## src/rtl/pad_cfg_sequencer.sv

```systemverilog
// Per-pad configuration store: arbitrated writes into a shadow copy, then a
// group-by-group commit into the active copy with a settle gap after each changed group.
module pad_cfg_sequencer #(
  parameter int unsigned N_PADS        = 64,
  parameter int unsigned CFG_W         = 6,
  parameter int unsigned GROUP_SIZE    = 8,
  parameter int unsigned SETTLE_CYCLES = 4,
  parameter int unsigned IDX_W         = $clog2(N_PADS)
) (
  input  logic                            clk_i,
  input  logic                            rst_ni,
  input  logic                            a_valid_i,
  output logic                            a_ready_o,
  input  logic [IDX_W-1:0]                a_idx_i,
  input  logic [CFG_W-1:0]                a_cfg_i,
  input  logic                            b_valid_i,
  output logic                            b_ready_o,
  input  logic [IDX_W-1:0]                b_idx_i,
  input  logic [CFG_W-1:0]                b_cfg_i,
  input  logic                            commit_i,
  output logic                            busy_o,
  output logic                            done_o,
  output logic                            err_o,
  input  logic [IDX_W-1:0]                rd_idx_i,
  output logic [CFG_W-1:0]                rd_shadow_o,
  output logic [N_PADS-1:0][CFG_W-1:0]    pad_cfg_o
);

  localparam int unsigned N_GROUPS = N_PADS / GROUP_SIZE;
  localparam int unsigned GRP_W    = (N_GROUPS > 1) ? $clog2(N_GROUPS) : 1;
  localparam int unsigned CNT_W    = $clog2(SETTLE_CYCLES + 1);
  localparam int unsigned PW       = (N_PADS > 1) ? $clog2(N_PADS) : 1;

  typedef enum logic [1:0] {
    IDLE,
    SCAN,
    SETTLE
  } state_t;

  state_t                       state;
  logic [GRP_W-1:0]             grp;
  logic [CNT_W-1:0]             cnt;
  logic                         last_b;
  logic [N_PADS-1:0][CFG_W-1:0] shadow;

  logic             a_fire;
  logic             b_fire;
  logic             wr_en;
  logic [IDX_W-1:0] wr_idx;
  logic [CFG_W-1:0] wr_cfg;
  logic             wr_idx_ok;
  logic             grp_diff;
  logic             last_grp;

  // Both requesting: the port that did not win last time gets the slot.
  always_comb begin
    a_ready_o = 1'b0;
    b_ready_o = 1'b0;
    if (!busy_o) begin
      if (a_valid_i && b_valid_i) begin
        a_ready_o = last_b;
        b_ready_o = !last_b;
      end else begin
        a_ready_o = a_valid_i;
        b_ready_o = b_valid_i;
      end
    end
  end

  assign a_fire    = a_valid_i && a_ready_o;
  assign b_fire    = b_valid_i && b_ready_o;
  assign wr_en     = a_fire || b_fire;
  assign wr_idx    = a_fire ? a_idx_i : b_idx_i;
  assign wr_cfg    = a_fire ? a_cfg_i : b_cfg_i;
  assign wr_idx_ok = 32'(wr_idx) < N_PADS;
  assign last_grp  = (grp == GRP_W'(N_GROUPS - 1));

  always_comb begin
    rd_shadow_o = '0;
    for (int unsigned i = 0; i < N_PADS; i++) begin
      if (rd_idx_i == IDX_W'(i)) rd_shadow_o = shadow[PW'(i)];
    end
  end

  always_comb begin
    grp_diff = 1'b0;
    for (int unsigned g = 0; g < N_GROUPS; g++) begin
      if (grp == GRP_W'(g)) begin
        for (int unsigned p = 0; p < GROUP_SIZE; p++) begin
          if (shadow[PW'(g * GROUP_SIZE + p)] != pad_cfg_o[PW'(g * GROUP_SIZE + p)])
            grp_diff = 1'b1;
        end
      end
    end
  end

  always_ff @(posedge clk_i) begin
    if (!rst_ni) begin
      state     <= IDLE;
      grp       <= '0;
      cnt       <= '0;
      last_b    <= 1'b1;
      shadow    <= '0;
      pad_cfg_o <= '0;
      busy_o    <= 1'b0;
      done_o    <= 1'b0;
      err_o     <= 1'b0;
    end else begin
      done_o <= 1'b0;
      err_o  <= wr_en && !wr_idx_ok;

      if (a_fire)      last_b <= 1'b0;
      else if (b_fire) last_b <= 1'b1;

      // Out-of-range indices match no entry, so the shadow is left untouched.
      if (wr_en) begin
        for (int unsigned i = 0; i < N_PADS; i++) begin
          if (wr_idx == IDX_W'(i)) shadow[PW'(i)] <= wr_cfg;
        end
      end

      case (state)
        IDLE: begin
          if (commit_i) begin
            state  <= SCAN;
            grp    <= '0;
            busy_o <= 1'b1;
          end
        end
        SCAN: begin
          if (grp_diff) begin
            for (int unsigned g = 0; g < N_GROUPS; g++) begin
              if (grp == GRP_W'(g)) begin
                for (int unsigned p = 0; p < GROUP_SIZE; p++)
                  pad_cfg_o[PW'(g * GROUP_SIZE + p)] <= shadow[PW'(g * GROUP_SIZE + p)];
              end
            end
            cnt   <= CNT_W'(SETTLE_CYCLES - 1);
            state <= SETTLE;
          end else if (last_grp) begin
            state  <= IDLE;
            busy_o <= 1'b0;
            done_o <= 1'b1;
          end else begin
            grp <= grp + 1'b1;
          end
        end
        SETTLE: begin
          if (cnt == '0) begin
            if (last_grp) begin
              state  <= IDLE;
              busy_o <= 1'b0;
              done_o <= 1'b1;
            end else begin
              grp   <= grp + 1'b1;
              state <= SCAN;
            end
          end else begin
            cnt <= cnt - 1'b1;
          end
        end
        default: begin
          state  <= IDLE;
          busy_o <= 1'b0;
        end
      endcase
    end
  end

endmodule
```

## config.mk

```make
export PLATFORM = sky130hd
export DESIGN_NAME = pad_cfg_sequencer
export DESIGN_NICKNAME = d
export VERILOG_FILES = /design/src/rtl/pad_cfg_sequencer.sv
export SDC_FILE = /design/constraint.sdc
export NUM_CORES = 2
export LEC_CHECK = 0
export ABC_CLOCK_PERIOD_IN_PS = 3790
export CAP_MARGIN = 20
export CORE_ASPECT_RATIO = 0.6
export CORE_MARGIN = 5
export CORE_UTILIZATION = 50
export CTS_CLUSTER_DIAMETER = 30
export CTS_CLUSTER_SIZE = 12
export DETAILED_ROUTE_END_ITERATION = 12
export GPL_TIMING_DRIVEN = 0
export PLACE_DENSITY = 0.7
export SLEW_MARGIN = 20
export SYNTH_ARGS = -nofsm -noshare
export SYNTH_HDL_FRONTEND = slang
export SYNTH_SLANG_ARGS = --single-unit
```

## constraint.sdc

```tcl
create_clock -name clk_i -period 3.79 [get_ports clk_i]
set_input_delay 0.379 -clock clk_i [delete_from_list [all_inputs] [get_ports clk_i]]
set_output_delay 0.379 -clock clk_i [all_outputs]
set_load 0.03 [all_outputs]
```

==> tab_implementation.tex <==
\begin{tabular}{lr}
\hline
Metric & Value \\
\hline
\multicolumn{2}{l}{\textbf{Routing}} \\
\quad Post-detailed-routing wire length & just over 200000 um \\
\quad Vias & between 40000 and 50000 \\
\quad Number of design rule violations left after detail routing & 0 \\
\quad Routed Antenna Nets & 0 \\
\quad Drt wl/cell & around 33 um \\
\quad First-pass iteration count of the detailed router & 9 \\
\quad Detailed router's first-iteration violation count & $\sim$7900 \\
\quad Via density per instance & roughly 6.8 \\
\multicolumn{2}{l}{\textbf{Synth}} \\
\quad Post-synthesis sequential area ratio & 40.6\% \\
\quad Number of instances in the synthesized netlist & around 4500 \\
\quad Register bit total from synthesis & 779 \\
\quad FFs w/ async S/R, synth & 0\% \\
\quad Top cell type by total area after synthesis & sky130\_fd\_sc\_hd\_\_dfxtp\_1 \\
\quad Yosys cell types & between 70 and 80 \\
\quad Commonest cells in the synthesized netlist & 881 x sky130\_fd\_sc\_hd\_\_nand2\_1, 779 x sky130\_fd\_sc\_hd\_\_dfxtp\_1, 385 x sky130\_fd\_sc\_hd\_\_o211a\_1 \\
\quad Per-instance average area after synthesis & roughly 8.5 um\^{}2 \\
\quad Syn nets & between 4000 and 5000 \\
\quad Top post-synthesis cells by area & sky130\_fd\_sc\_hd\_\_dfxtp\_1 41\%, sky130\_fd\_sc\_hd\_\_o211a\_1 10\%, sky130\_fd\_sc\_hd\_\_nand2\_1 8.6\%, sky130\_fd\_sc\_hd\_\_xor2\_1 8.0\%, sky130\_fd\_sc\_hd\_\_o21ai\_0 5.0\% \\
\quad Synthesized area & around 38000 um\^{}2 \\
\quad Prevailing post-synth register cell & sky130\_fd\_sc\_hd\_\_dfxtp\_1 \\
\quad Portion of synthesized cell area occupied by the leading cell type & about two fifths \\
\quad Synth warn & 0 \\
\quad Number of synthesized flops with an enable pin & 0 \\
\quad Most frequent cell after synthesis & sky130\_fd\_sc\_hd\_\_nand2\_1 \\
\multicolumn{2}{l}{\textbf{Placed design}} \\
\quad I/O Buffers & 425 \\
\quad Half-perimeter wire length of the detailed placement result & approximately 150000 um \\
\quad Final GP Congestion & 1.08 \\
\quad Placement Cell Area & around 44000 um\^{}2 \\
\multicolumn{2}{l}{\textbf{Critical path}} \\
\quad Worst setup slack for register-to-register paths & -10 ps \\
\quad Start-to-end type of the worst setup path & input port to output port \\
\quad Launch point of the critical path & rd\_idx\_i[1] \\
\quad R2r startpoint & shadow[45] \\
\quad Data arrival time of the critical path & 3630 ps \\
\quad Worst Setup Start Kind & input port \\
\quad Critical path required time & about 3400 ps \\
\quad Maximum fanout encountered on the critical timing path & 10 \\
\quad Element type at the critical path end & output port \\
\multicolumn{2}{l}{\textbf{Die}} \\
\quad Number of placement rows & between 70 and 80 \\
\quad Die Span Y & $\sim$220 um \\
\quad Number of top-level pins & between 400 and 500 \\
\quad Die W & $\sim$370 um \\
\quad Core area & about 76000 um\^{}2 \\
\quad Initial cell density of the core & 50.7\% \\
\quad Area of the die & around 83000 um\^{}2 \\
\multicolumn{2}{l}{\textbf{Clock network}} \\
\quad TritonCTS clock tree & built \\
\quad Clock slew seen by the registers of the worst setup and hold paths & approximately 60 ps \\
\quad Clk Tree Root Cell & sky130\_fd\_sc\_hd\_\_clkbuf\_16 \\
\quad Number of hold buffers added after CTS & 0 \\
\quad Number of H-tree branching levels & 3 \\
\quad Maximum count of clock buffers along a single path & 3 \\
\quad Clock sinks & approximately 780 \\
\quad Clk\_lat worst skew & between 700 and 800 ps \\
\quad Clock buffers created by TritonCTS & $\sim$120 \\
\multicolumn{2}{l}{\textbf{Cells and area}} \\
\quad Utilization after layout & between 60 and 70\% \\
\quad Area growth, synth to finish & 30.1\% \\
\quad Share of layout cells above drive strength 1 & a little over a tenth \\
\quad Layout Nets & approximately 5200 \\
\quad Number of fillers in the final layout & around 6300 \\
\quad Summed area of non-filler cells in the final layout & around 50000 um\^{}2 \\
\multicolumn{2}{l}{\textbf{Timing}} \\
\quad Setup repair after global routing missed its margin & true \\
\quad Setup-failing EPs final & 16 \\
\quad Final number of max-transition violations & 0 \\
\quad Worst Max-Slew Pin Slew & between 1000 and 1500 ps \\
\quad Setup Skew & approximately 33 ps \\
\quad Share of the clock period used by the worst path after layout & 106\% \\
\quad Sum Neg Setup Slack & -864 ps \\
\quad Worst max-slew margin expressed relative to the limit & 6.73\% \\
\quad Final Critical Period & around 4000 ps \\
\quad Maximum clock frequency & approximately 250 MHz \\
\quad Final Worst Setup Slack & -216 ps \\
\quad Count of endpoints failing hold in the final timing report & 0 \\
\multicolumn{2}{l}{\textbf{Power and ir drop}} \\
\quad Maximum vdd ir drop & between 0.0003 and 0.0004 V \\
\quad Power per unit of standard cell area & roughly 480 nW/um\^{}2 \\
\quad Static Leak & 24.2 nW \\
\quad Total Power & 23.8 mW \\
\multicolumn{2}{l}{\textbf{Global routing}} \\
\quad GRT Overall Usage & a little under half \\
\quad Largest net degree at the start of global routing & 17 \\
\quad Number of antenna violations at the first check in global routing & 9 \\
\quad Global-route wire length before repair & between 200000 and 300000 um \\
\quad Vias in the first global route & $\sim$37000 \\
\quad GRT Residual Overflow & 0 \\
\multicolumn{2}{l}{\textbf{Outcome}} \\
\quad Status & complete, but fails checks \\
\quad Violated checks & setup timing \\
\multicolumn{2}{l}{\textbf{Hold path}} \\
\quad Path class of the lowest-slack min-delay path & input port to flip-flop \\
\quad Hold path start & a\_valid\_i \\
\multicolumn{2}{l}{\textbf{Flow run}} \\
\quad Number of max-cap violations & 0 \\
\hline
\end{tabular}
## flip-flops by register name (all words and copies together) (netlist names)
name / count
pad_cfg_o: 384
grp: 3
shadow: 384
last_b: 1
cnt: 3
busy_o: 1
state: 2
done_o: 1
## path summary, 6_finish.rpt
path | endpoint | cells after the start
worst max-delay path | rd_shadow_o[0] | 12
worst min-delay path | last_b | 4
worst max register to register | pad_cfg_o[144] | 12
worst min register to register | pad_cfg_o[293] | 2
## report_power, final
| group | internal (mW) | switching [mW] |
|---|---|---|
| Combinational | 0.881 | 2.49 |
| Clock | 7.42 | 4.50 |
| Sequential | 8.31 | 0.225 |
| Total | 16.6 | 7.21 |
## logic make-up (layout without fill, tap and decap cells)
group	Yosys count	after routing	share of synthesized area (%)
AO/OA/AOI/OAI	1106	1106	21.4
XOR/XNOR	381	381	8.68
adder cells (fa/ha/maj)	12	12	0.391
buffers and inverters	440	1113	4.65
flip-flops	779	779	40.6
multiplexers	180	180	5.04
other	1	8	0.00976
AND/OR/NAND/NOR	1635	1635	19.3
## cells in the final DEF (no fill, tap or decap), drive strengths merged, types with 27 or more instances in the layout
cell / netlist / routed
a21oi: 82 / 82
buf: 68 / 102
clkbuf: 343 / 484
clkdlybuf4s50: 0 / 415
clkinv: 1 / 27
dfxtp: 779 / 779
inv: 28 / 52
mux2i: 153 / 153
nand2: 881 / 881
nand3: 331 / 331
nor2: 82 / 82
nor2b: 60 / 60
nor3: 92 / 92
nor4: 91 / 91
o211a: 385 / 385
o21ai: 383 / 383
o22ai: 31 / 31
xnor2: 30 / 30
xor2: 351 / 351
## repair_timing
item / 4_1_cts / 5_1_grt
gates resized for setup: 317 / 73
pin swaps: 13 / 16
setup buffers: 9 / 5
endpoints found under the setup margin: 421 / 454
## critical path, cell delays in order
cell	delay [ps]
sky130_fd_sc_hd__clkbuf_2	280
sky130_fd_sc_hd__clkbuf_8	310
sky130_fd_sc_hd__inv_1	110
sky130_fd_sc_hd__clkbuf_2	440
sky130_fd_sc_hd__clkbuf_4	450
sky130_fd_sc_hd__nand3_1	180
sky130_fd_sc_hd__o21ai_0	120
sky130_fd_sc_hd__a211oi_2	280
sky130_fd_sc_hd__nand3_1	250
sky130_fd_sc_hd__a21oi_2	340
sky130_fd_sc_hd__o21ai_2	140
sky130_fd_sc_hd__clkdlybuf4s15_2	300
## through the flow
stage	hold WS, ps	setup WS (ps)	std cells
4_1_cts	334	-57.9	6202
3_5_place_dp	488	-3460	5978
3_3_place_gp	478	-4140	5959
5_1_grt	412	-10.5	6209
2_1_floorplan	468	257	4534
6_report	349	-216	6214
## routing by layer
| metal | GRT usage (%) | share of wire (%) |
|---|---|---|
| met1 | 68.6 | 41 |
| met2 | 56.2 | 35 |
| met3 | 22.6 | 19 |
| met4 | 17.1 | 4.4 |
| met5 | 0.679 | 0.22 |
## cell type report
type / count / area (um^2) / area share, %
Multi-Input combinational cell: 3315 / 21900 / 43.8
Sequential cell: 779 / 15600 / 31.2
Timing Repair Buffer: 459 / 4670 / 9.35
Clock buffer: 145 / 3260 / 6.52
Buffer: 403 / 2090 / 4.18
Tap cell: 1000 / 1250 / 2.50
Clock inverter: 77 / 1060 / 2.12
Inverter: 29 / 114 / 0.228
Antenna cell: 7 / 17.5 / 0.0351
Power figures use the tool's default switching activity.
